`src/rtl/alu_pkg.sv`:
```
// Shared ALU definitions: control codes used by the decoder and the EX-stage
// blocks, plus the multiply sequencer state encoding.
package alu_pkg;

  localparam int ALU_CTRL_BITS = 3;

  localparam logic [ALU_CTRL_BITS-1:0] ALU_AND     = 3'b000;
  localparam logic [ALU_CTRL_BITS-1:0] ALU_OR      = 3'b001;
  localparam logic [ALU_CTRL_BITS-1:0] ALU_ADD     = 3'b010;
  localparam logic [ALU_CTRL_BITS-1:0] ALU_SUB     = 3'b100;
  localparam logic [ALU_CTRL_BITS-1:0] ALU_MUL     = 3'b101;
  localparam logic [ALU_CTRL_BITS-1:0] ALU_SLT     = 3'b110;
  localparam logic [ALU_CTRL_BITS-1:0] ALU_INVALID = 3'b111;

  typedef enum logic [1:0] {
    IDLE = 2'b00,
    BUSY = 2'b01,
    DONE = 2'b10
  } mul_state_t;

endpackage

```
`src/rtl/mul_shift_add_dp.sv`:
```
// Shift-add multiply datapath: multiplicand/multiplier shift registers and
// the low-word accumulator. Sequencing is owned by mul_sequencer.
module mul_shift_add_dp #(
  parameter int WIDTH = 32
) (
  input  logic             clk,
  input  logic             reset,
  input  logic             load,
  input  logic             step,
  input  logic             clear,
  input  logic [WIDTH-1:0] src_a,
  input  logic [WIDTH-1:0] src_b,
  output logic [WIDTH-1:0] acc,
  output logic [WIDTH-1:0] acc_next
);

  logic [WIDTH-1:0] mcand;
  logic [WIDTH-1:0] mplier;

  // Low-word partial product; bits shifted past WIDTH are dropped on purpose.
  assign acc_next = mplier[0] ? (acc + mcand) : acc;

  always_ff @(posedge clk) begin
    if (reset) begin
      acc <= '0;
    end else if (load || clear) begin
      acc <= '0;
    end else if (step) begin
      acc <= acc_next;
    end
  end

  always_ff @(posedge clk) begin
    if (load) begin
      mcand  <= src_a;
      mplier <= src_b;
    end else if (step) begin
      mcand  <= mcand << 1;
      mplier <= mplier >> 1;
    end
  end

endmodule

```
`src/rtl/mul_sequencer.sv`:
```
// EX-stage multiply controller: freezes the pipeline while a fixed-latency
// shift-add multiply runs, then presents the low product for one cycle.
import alu_pkg::*;

module mul_sequencer #(
  parameter int                    WIDTH      = 32,
  parameter int                    ALU_CTRL_W = 3,
  parameter logic [ALU_CTRL_W-1:0] MUL_CODE   = ALU_MUL
) (
  input  logic                  clk,
  input  logic                  reset,
  input  logic [ALU_CTRL_W-1:0] alu_control,
  input  logic                  ex_valid,
  input  logic                  flush,
  input  logic [WIDTH-1:0]      src_a,
  input  logic [WIDTH-1:0]      src_b,
  output logic                  stall,
  output logic                  busy,
  output logic                  result_valid,
  output logic [WIDTH-1:0]      mul_result
);

  localparam int              CNT_W = $clog2(WIDTH);
  localparam logic [CNT_W-1:0] LAST = CNT_W'(WIDTH - 1);

  mul_state_t       state;
  logic [CNT_W-1:0] count;
  logic             start;
  logic             dp_step;
  logic             dp_clear;
  logic [WIDTH-1:0] acc;
  logic [WIDTH-1:0] acc_next;

  // Gating on IDLE keeps the mul still sitting in EX during DONE from restarting.
  assign start    = ex_valid && (alu_control == MUL_CODE) && !flush && (state == IDLE);
  assign stall    = start || (state == BUSY);
  assign dp_step  = (state == BUSY) && !flush;
  assign dp_clear = (state == BUSY) && flush;

  mul_shift_add_dp #(
    .WIDTH(WIDTH)
  ) u_dp (
    .clk      (clk),
    .reset    (reset),
    .load     (start),
    .step     (dp_step),
    .clear    (dp_clear),
    .src_a    (src_a),
    .src_b    (src_b),
    .acc      (acc),
    .acc_next (acc_next)
  );

  always_ff @(posedge clk) begin
    if (reset) begin
      state        <= IDLE;
      count        <= '0;
      busy         <= 1'b0;
      result_valid <= 1'b0;
      mul_result   <= '0;
    end else begin
      case (state)
        IDLE: begin
          result_valid <= 1'b0;
          if (start) begin
            count <= '0;
            busy  <= 1'b1;
            state <= BUSY;
          end
        end
        BUSY: begin
          if (flush) begin
            count <= '0;
            busy  <= 1'b0;
            state <= IDLE;
          end else if (count == LAST) begin
            // Capture the final iteration's sum so DONE shows the full product.
            busy         <= 1'b0;
            result_valid <= 1'b1;
            mul_result   <= acc_next;
            state        <= DONE;
          end else begin
            count <= count + 1'b1;
          end
        end
        DONE: begin
          result_valid <= 1'b0;
          state        <= IDLE;
        end
        default: begin
          busy         <= 1'b0;
          result_valid <= 1'b0;
          state        <= IDLE;
        end
      endcase
    end
  end

endmodule
```
`config.mk`:
```
export PLATFORM = sky130hd
export DESIGN_NAME = mul_sequencer
export DESIGN_NICKNAME = d
export VERILOG_FILES = /design/src/rtl/alu_pkg.sv /design/src/rtl/mul_shift_add_dp.sv /design/src/rtl/mul_sequencer.sv
export SDC_FILE = /design/constraint.sdc
export NUM_CORES = 1
export LEC_CHECK = 0
export CAP_MARGIN = 0
export CORE_ASPECT_RATIO = 1.1
export CORE_MARGIN = 3
export CORE_UTILIZATION = 55
export CTS_BUF_LIST = sky130_fd_sc_hd__clkbuf_8
export DETAILED_ROUTE_END_ITERATION = 10
export PLACE_DENSITY = 0.82
export SLEW_MARGIN = 10
export SYNTH_ARGS = -nofsm -noshare
export SYNTH_HDL_FRONTEND = slang
export SYNTH_HIERARCHICAL = 1
export SYNTH_SLANG_ARGS = --single-unit
```
`constraint.sdc`:
```
create_clock -name clk -period 6 [get_ports clk]
set_input_delay 1.2 -clock clk [delete_from_list [all_inputs] [get_ports clk]]
set_output_delay 1.2 -clock clk [all_outputs]
set_load 0.05 [all_outputs]
```
==> reports/qor.yml, run 1 <==
outcome: "finished, final reports clean"
worstMarginPinSlew_ns: 1.002
syn-cell-area_sq_um: 7525
syn_to_final_growth_pct: 20.59
ioPinCount: 106
critPathLaunchType: "input port"
initial_core_util_pct: 56.71
post_cts_buffers: 0
drc: 0
ys_ff_latch: 137
crit_arrival_ns: 3.22
path_clk_slew_ns: 0.08
gr-total-overflow: 0
finalWeightedCongestion: 0.9382
clockRootBuffer: "clkbuf_8"
die_height_um: 128.7
vdd_drop_max_uv: 162.7
dp_hpwl_um: 12240
drv_slew: 0
rsz0062_at_grt: "false"
clockBufferDepth: 2
ctsHoldBuffers: 0
synth_fp_nets: 837
synth_cells: 732
yosys.area_share.simple_pct: 13.97
dieWidth_um: 117.5
cts-buffers-inserted: 17
drv_cap: 0
num_vias: 5797
htreeDepth: 4
period_minus_slack_ns: 4.421
synth-compound-area-share_pct: 13.80
min_period_over_period_pct: 73.68
synth_cell_type_count: 60
min_path_type: "reg -> reg"
ant_nets: 0
cts_resized: 0
power_leakage_nw: 3.401
drt-initial-drc-count: 334
synth.avg_cell_area_sq_um: 10.28
setup.worst_path.class: "in -> out"
powerDensity_nw_per_um2: 202.1
hold_viol_final: 0
synthMuxAreaShare_pct: 15.08
yosys.area_share.xor_xnor_pct: 3.375
cp-end-kind: "output port"
cts_tree: "yes"
yosys_warnings: 6
synth_top_cell_area_share_pct: 25.54
antenna_cells: 0
port_buffers: 105
pre_cts_ws_ns: 1.585
drive_gt1_share_pct: 19.40
slew_headroom_pct: 33.23
synth_area_leaders: "edfxtp_1 26%, dfxtp_1 19%, mux2_2 14%"
nets: 932
grt_max_degree: 49
grt_pass1_vias: 5965
wirelength_um: 16980
fin_skew_ns: 0.01300
setup_viol: 0
numClockSinks: 137
track_usage_pct: 22.94
synth_top_flop_cell: "dfxtp_1"
finalPower_w: 0.001833
yosys.area.top_type: "edfxtp_1"
tns_ns: 0
synth_top_family_by_area: "multiplexers"
synthArstFlopShare_pct: 0
rows: 44
antenna_found_initial: 0
synth-edff-count: 64
synth_fa_ha_area_share_pct: 5.753
critPathMaxFanout: 8
clock_latency_ns: 0.46
cp.required_ns: 4.80
core_sq_um: 13270
grt_pass1_wl_um: 28040
fmax_mhz: 226.2
avgViaCountPerCell: 5.661
yosysSeqAreaShare_pct: 44.96
wl_per_cell_um: 16.59
die_area_sq_um: 15120
fin_ws_ns: 1.579
drt_pass1_iterations: 5
-- power breakdown --
group | leakage, nW | total (W) | internal [W] | switching (W)
Combinational | 2.04 | 0.000107 | 0.0000627 | 0.0000439
Clock | 0.193 | 0.000742 | 0.000369 | 0.000373
Sequential | 1.17 | 0.000985 | 0.000980 | 0.00000439
Total | 3.40 | 0.00183 | 0.00141 | 0.000422
-- metal layers --
metal,track usage (%),vias up,part of all wire (%)
met2,41.19,163,51
li1,-,2838,-
met1,26.33,2767,41
met5,0,-,0
met3,6.242,29,5.4
met4,8.897,0,2.2
-- through the flow --
step           instance area, sq um  instances  hold WS [ns]  util, %
6_report                       9074       1024        0.4596    68.39
5_1_grt                        9074       1024        0.4770    68.39
4_1_cts                        9074       1024        0.4606    68.39
3_5_place_dp                   8688        992        0.4485    65.48
3_3_place_gp                   8688        992        0.4449    65.48
2_1_floorplan                  7525        732        0.4449        -
-- cells in the final DEF (no fill, tap or decap), types with 3 or more instances in the layout --
cell,netlist,layout
a31oi_1,7,7
nand3_1,19,19
a21oi_2,13,13
xor2_1,7,7
o21ai_0,14,14
xnor2_1,22,22
nand2_2,10,10
and3_1,10,10
nand3b_1,3,3
nor2_1,39,39
clkdlybuf4s50_1,0,104
and2_1,9,9
a221o_1,3,3
clkinvlp_4,0,3
a21oi_1,70,70
o211ai_1,4,4
buf_4,1,9
o2bb2ai_1,3,3
or3_1,4,4
clkbuf_8,0,17
clkinv_4,1,3
dfxtp_1,73,73
inv_6,0,4
a21o_1,20,20
ha_1,33,33
edfxtp_1,64,64
nand2_1,94,94
inv_1,11,13
o21a_1,5,5
mux2i_1,11,11
nor3_1,10,10
o21bai_1,5,5
nand4_1,4,4
nand2b_1,3,3
mux2_2,91,91
-- sequential cells by signal, indices dropped and copies added (netlist names) --
register	count
busy	1
count	5
mul_result	32
result_valid	1
state	2
u_dp/acc	32
u_dp/mcand	32
u_dp/mplier	32
-- worst paths after layout --
check,endpoint,start,depth (start not counted),slack [ns]
setup / recovery,stall,flush,4,1.58
hold / removal,mul_result[27]$_SDFFE_PP0P_,mul_result[27]$_SDFFE_PP0P_,2,0.46
setup reg to reg,mul_result[26]$_SDFFE_PP0P_,u_dp/mcand[0]$_SDFFCE_PN0P_,13,2.28
hold reg to reg,mul_result[27]$_SDFFE_PP0P_,mul_result[27]$_SDFFE_PP0P_,2,0.46
-- final cells by class --
type,instances,area [sq um]
Fill cell,1025,4194
Multi-Input combinational cell,545,3911
Sequential cell,137,3383
Timing Repair Buffer,114,1114
Clock buffer,17,234.0
Tap cell,184,230.2
Clock inverter,15,151.4
Inverter,12,50.05
-- worst max-delay path, cell delays in order --
cell,delay [ns]
clkdlybuf4s50_1,0.52
or4_4,0.60
nand2_1,0.11
clkdlybuf4s50_1,0.80
-- logic make-up (layout without fill, tap and decap cells) --
logic type / count (synthesis) / in the layout
XOR/XNOR: 29 / 29
multiplexers: 102 / 102
AND/OR/NAND/NOR: 220 / 220
adder cells (fa/ha/maj): 34 / 34
AO/OA/AOI/OAI: 160 / 160
flip-flops: 137 / 137
buffers and inverters: 50 / 158
-- synth_stat cells, types with 2 or more instances --
master	count
nor3_1	10
mux2_2	91
nand2_2	10
a21oi_2	13
o21ai_0	14
nor2_1	39
and4_1	2
a21boi_0	2
dfxtp_1	73
xor2_1	7
nand2_1	94
buf_6	3
nand4_1	4
o2bb2ai_1	3
xnor2_1	22
a221o_1	3
o31ai_1	2
nand2b_1	3
mux2i_1	11
and3_1	10
nand3b_1	3
edfxtp_1	64
a31oi_1	7
a21oi_1	70
a211oi_1	2
or2_2	2
or3_1	4
inv_1	11
or4_1	2
nand3_1	19
clkbuf_1	27
o211ai_1	4
buf_1	6
and2_1	9
ha_1	33
a21o_1	20
o21bai_1	5
nor2b_1	2
o21a_1	5
Note: power is estimated with default switching activity, not from simulation.
==> run 2, diff against run 1 <==
- clock period: 6 -> 4.3 ns (I/O delays scaled with it)
==> reports/qor.yml, run 2 (synthesized netlist as in run 1, its figures left out) <==
antenna_found_initial: 0
die_height_um: 128.7
avgViaCountPerCell: 5.660
p_switching_w: 0.0005865
setup_viol: 0
clock_latency_ns: 0.46
dp_cells: 993
post_cts_buffers: 0
cp.required_ns: 3.44
path_clk_slew_ns: 0.07
nets: 933
crit_path_top_delay_cell: "clkdlybuf4s50_1"
drt-initial-drc-count: 276
clockRootBuffer: "clkbuf_8"
min_period_over_period_pct: 87.01
outcome: "finished, final reports clean"
fin_skew_ns: 0.01335
grt_max_degree: 65
cpPeakStageDelay_ns: 0.79
setup.worst_path.class: "in -> out"
crit_chain: "clkdlybuf4s50_1, or4_4, nand2_1, clkdlybuf4s50_1"
crit_arrival_ns: 2.88
initial_core_util_pct: 56.71
clockBufferDepth: 2
cpMostUsedCell: "clkdlybuf4s50_1"
gr-total-overflow: 0
slew_headroom_pct: 28.22
final_cells: 1025
num_vias: 5801
power_leakage_nw: 3.447
fmax_mhz: 267.3
path_buf_inv: 2
vdd_drop_max_uv: 225.4
syn_to_final_growth_pct: 22.00
pre_cts_ws_ns: 0.5670
dp_hpwl_um: 12350
hold_viol_final: 0
swShare_pct: 21.44
p_int_w: 0.002149
ioPinCount: 106
die_area_sq_um: 15120
cts_resized: 0
min_path_type: "reg -> reg"
ant_nets: 0
dr_wl_met3_um: 865
m1WireLength_um: 7121
dieWidth_um: 117.5
ctsHoldBuffers: 0
clkPwrFrac_pct: 44.3
port_buffers: 105
drv_cap: 0
mostFrequentLayoutCell: "clkdlybuf4s50_1"
cts-buffers-inserted: 17
drive_gt1_share_pct: 19.62
crit_family: "buffers and inverters"
numClockSinks: 137
htreeDepth: 4
routed.top_layer: "met4"
fin_ws_ns: 0.5586
worstMarginPinSlew_ns: 1.069
finalWeightedCongestion: 0.9333
p_comb_share_pct: 5.5
drv_slew: 0
powerDensity_nw_per_um2: 298.0
dr_wl_met2_um: 8718
rsz0062_at_grt: "false"
num-fill-cells: 1034
critPathMaxFanout: 8
cts_tree: "yes"
antenna_cells: 0
period_minus_slack_ns: 3.741
pwr-share-seq_pct: 50.2
track_usage_pct: 23.27
core_sq_um: 13270
grt_pass1_vias: 5986
grt_pass1_wl_um: 28520
drc: 0
final_cell_mix: "104 x clkdlybuf4s50_1, 94 x nand2_1, 91 x mux2_2"
cp-end-kind: "output port"
drt_pass1_iterations: 5
wl_per_cell_um: 16.64
tns_ns: 0
rows: 44
wirelength_um: 17050
critPathLaunchType: "input port"
run 2: cell count changes in the layout (fill, tap and decap cells not counted):
cell and delta:
clkinv_2 -1, clkinvlp_4 -1, buf_4 -1, bufinv_16 +3, inv_6 -1, buf_12 +2
clkinv_4 +1, clkinv_1 -1
run 2: per-layer routing:
metal | GRT usage (%) | up-vias
li1 | - | 2840
met1 | 26.80 | 2762
met2 | 42.38 | 169
met3 | 5.802 | 30
met4 | 8.414 | 0
met5 | 0 | -
run 2: path summary, 6_finish.rpt:
check	start	to	slack [ns]	cells after the start
worst max-delay path	flush	stall	0.56	4
worst min-delay path	result_valid$_SDFFE_PP0P_	result_valid$_SDFFE_PP0P_	0.45	2
worst max register to register	u_dp/mcand[0]$_SDFFCE_PN0P_	mul_result[26]$_SDFFE_PP0P_	0.60	13
worst min register to register	result_valid$_SDFFE_PP0P_	result_valid$_SDFFE_PP0P_	0.45	2
run 2: power groups by stage:
stage,logic [W],registers [W],clock network [W]
finish,0.000150,0.00137,0.00121
global route,0.000162,0.00137,0.00130
CTS,0.000150,0.00137,0.00124
detailed placement,0.000149,0.00140,0
global placement,0.000145,0.00140,0
floorplan,0.0000678,0.00140,0
run 2: worst reg2reg max path, delay by kind of cell (launching register included):
kind	cells	cell delay [ns]
compound gates	8	1.97
xor+xnor	1	0.15
fa+ha+maj	2	0.65
flops	1	0.41
mux	1	0.28
simple gates	1	0.06
run 2: cell type report:
cell class | instances | area (sq um) | share of cell area, %
flip-flops and latches | 137 | 3383 | 36.85
repair buffers | 115 | 1146 | 12.48
inverters | 12 | 50.05 | 0.5452
well taps | 184 | 230.2 | 2.508
multi-input cells | 545 | 3911 | 42.61
clock inverters | 15 | 225.2 | 2.453
clock buffers | 17 | 234.0 | 2.549
run 2: per-stage QoR:
stage	hold WS, ns	total power (W)	area, sq um	utilization, %
CTS	0.4590	0.002768	9180	69.19
global route	0.4822	0.002833	9180	69.19
global placement	0.4447	0.001548	8721	65.73
detailed placement	0.4482	0.001553	8721	65.73
finish	0.4545	0.002736	9180	69.19
floorplan	0.4449	0.001469	7525	-
==> run 3, diff against run 2 <==
- CORE_UTILIZATION: 55 -> 33
- DONT_BUFFER_PORTS: default -> 1
- PLACE_DENSITY: 0.82 -> 0.49
==> reports/qor.yml, run 3 (synthesized netlist as in run 1, its figures left out) <==
outcome: "finished, final reports clean"
setup.worst_path.class: "reg -> reg"
finalWeightedCongestion: 0.9118
tns_ns: 0
dieWidth_um: 150.0
wirelength_um: 18730
antenna_found_initial: 7
track_usage_pct: 15.35
hold_viol_final: 0
drt_pass1_iterations: 4
grt_pass1_wl_um: 29450
nets: 827
cp.required_ns: 4.63
final_util_pct: 36.79
avgViaCountPerCell: 5.238
cts_resized: 0
regToRegEndpoint: "mul_result[26]$_SDFFE_PP0P_"
final_cell_mix: "94 x nand2_1, 91 x mux2_2, 73 x dfxtp_1"
syn_to_final_growth_pct: 8.796
crit_path_top_delay_cell: "edfxtp_1"
vdd_drop_max_uv: 207.8
crit_chain: "ha_1, fa_1, a21o_1, a221oi_2, o21ai_2, a31o_4, a221o_1, a211o_1, a31o_1, xor2_1, mux2_2, nand2_1, a21oi_1"
rows: 57
holdWs_ns: 0.4623
grt_max_degree: 56
clockRootBuffer: "clkbuf_8"
cts_tree: "yes"
fmax_mhz: 279.4
grt_pass1_vias: 5485
ant_nets: 0
fin_skew_ns: 0.01272
initial_core_util_pct: 33.82
powerDensity_nw_per_um2: 304.8
mostFrequentLayoutCell: "nand2_1"
critPathMaxFanout: 6
timing.critical_path.from: "u_dp/mcand[0]$_SDFFCE_PN0P_"
cp-end-kind: "flop"
critPathLaunchType: "flop"
die_area_sq_um: 24650
seq_area_sq_um: 3383
finalPower_w: 0.002496
slew_headroom_pct: 24.42
drt-initial-drc-count: 282
hold_depth: 1
num-fill-cells: 2279
r2r_start: "u_dp/mcand[0]$_SDFFCE_PN0P_"
crit_family: "compound AO/OA/AOI/OAI gates"
min_path_type: "in -> reg"
port_buffers: 0
r2r_setup_slack_ns: 0.72
post_cts_buffers: 0
drc: 0
dp_hpwl_um: 13730
min-delay-start: "reset"
worstMarginPinSlew_ns: 1.125
wl_per_cell_um: 18.13
cts-buffers-inserted: 17
setup_viol: 0
path_clk_slew_ns: 0.09
htreeDepth: 4
crit_arrival_ns: 3.91
power_leakage_nw: 3.007
numClockSinks: 137
drive_gt1_share_pct: 22.04
core_sq_um: 22250
clockBufferDepth: 2
die_height_um: 164.4
min_to: "mul_result[17]$_SDFFE_PP0P_"
ctsHoldBuffers: 0
rsz0062_at_grt: "false"
period_minus_slack_ns: 3.579
drv_slew: 0
drv_cap: 0
ioPinCount: 106
cpPeakStageDelay_ns: 0.40
multi_input_area_sq_um: 3911
num_vias: 5411
clock_latency_ns: 0.44
path_buf_inv: 0
min_period_over_period_pct: 83.24
r2r_cells: 13
gr-total-overflow: 0
run 3: changes by cell type in the layout (fill, tap and decap cells not counted), sizes merged, moves of 2 or more:
cell	delta
diode	+3
clkdlybuf4s50	-104
bufinv	-3
clkinv	+3
buf	-2
run 3: worst max path at each step:
stage | end | slack, ns | cells past startpoint
after global routing | mul_result[26]$_SDFFE_PP0P_ | 0.56 | 13
after floorplan | u_dp/mcand[0]$_SDFFCE_PN0P_ | 0.77 | 7
after detailed placement | mul_result[26]$_SDFFE_PP0P_ | 0.72 | 13
after CTS | mul_result[26]$_SDFFE_PP0P_ | 0.70 | 13
final | mul_result[26]$_SDFFE_PP0P_ | 0.72 | 13
after global placement | mul_result[26]$_SDFFE_PP0P_ | 0.78 | 13
run 3: cell type report:
cell class / instances / area share [%]
repair buffers: 9 / 0.9781
clock buffers: 17 / 2.858
multi-input cells: 545 / 47.78
diodes: 3 / 0.09170
inverters: 12 / 0.6113
well taps: 295 / 4.509
clock inverters: 15 / 1.849
flip-flops and latches: 137 / 41.33
run 3: layer usage:
metal | vias to the layer above | GRT usage (%) | share of wire, %
met5 | - | 0 | 0.37
met4 | 12 | 6.156 | 2.1
met3 | 35 | 5.104 | 6.2
met2 | 139 | 24.73 | 46
met1 | 2580 | 18.97 | 45
li1 | 2645 | - | -
run 3: worst register-to-register path: cells and delay by family, from the launching register on:
| kind | cells | cell delay [ns] |
|---|---|---|
| AOI/OAI and AO/OA | 8 | 1.97 |
| adders and majority gates | 2 | 0.63 |
| DFF | 1 | 0.40 |
| muxes | 1 | 0.27 |
| xor gates and xnor gates | 1 | 0.15 |
| and+or+nand+nor | 1 | 0.06 |
run 3: metrics by stage:
step | cell area (sq um) | setup WS [ns] | cells
final | 8187 | 0.7207 | 1033
after global routing | 8182 | 0.5636 | 1031
after CTS | 8179 | 0.7043 | 1030
after detailed placement | 7794 | 0.7225 | 998
after global placement | 7794 | 0.7840 | 998
after floorplan | 7525 | 0.7717 | 732
run 3: power by group:
group	switching (W)	internal [W]	leakage (nW)
logic	0.0000460	0.0000329	1.65
registers	0.00000607	0.00137	1.17
clock network	0.000528	0.000515	0.189
total	0.000580	0.00192	3.01
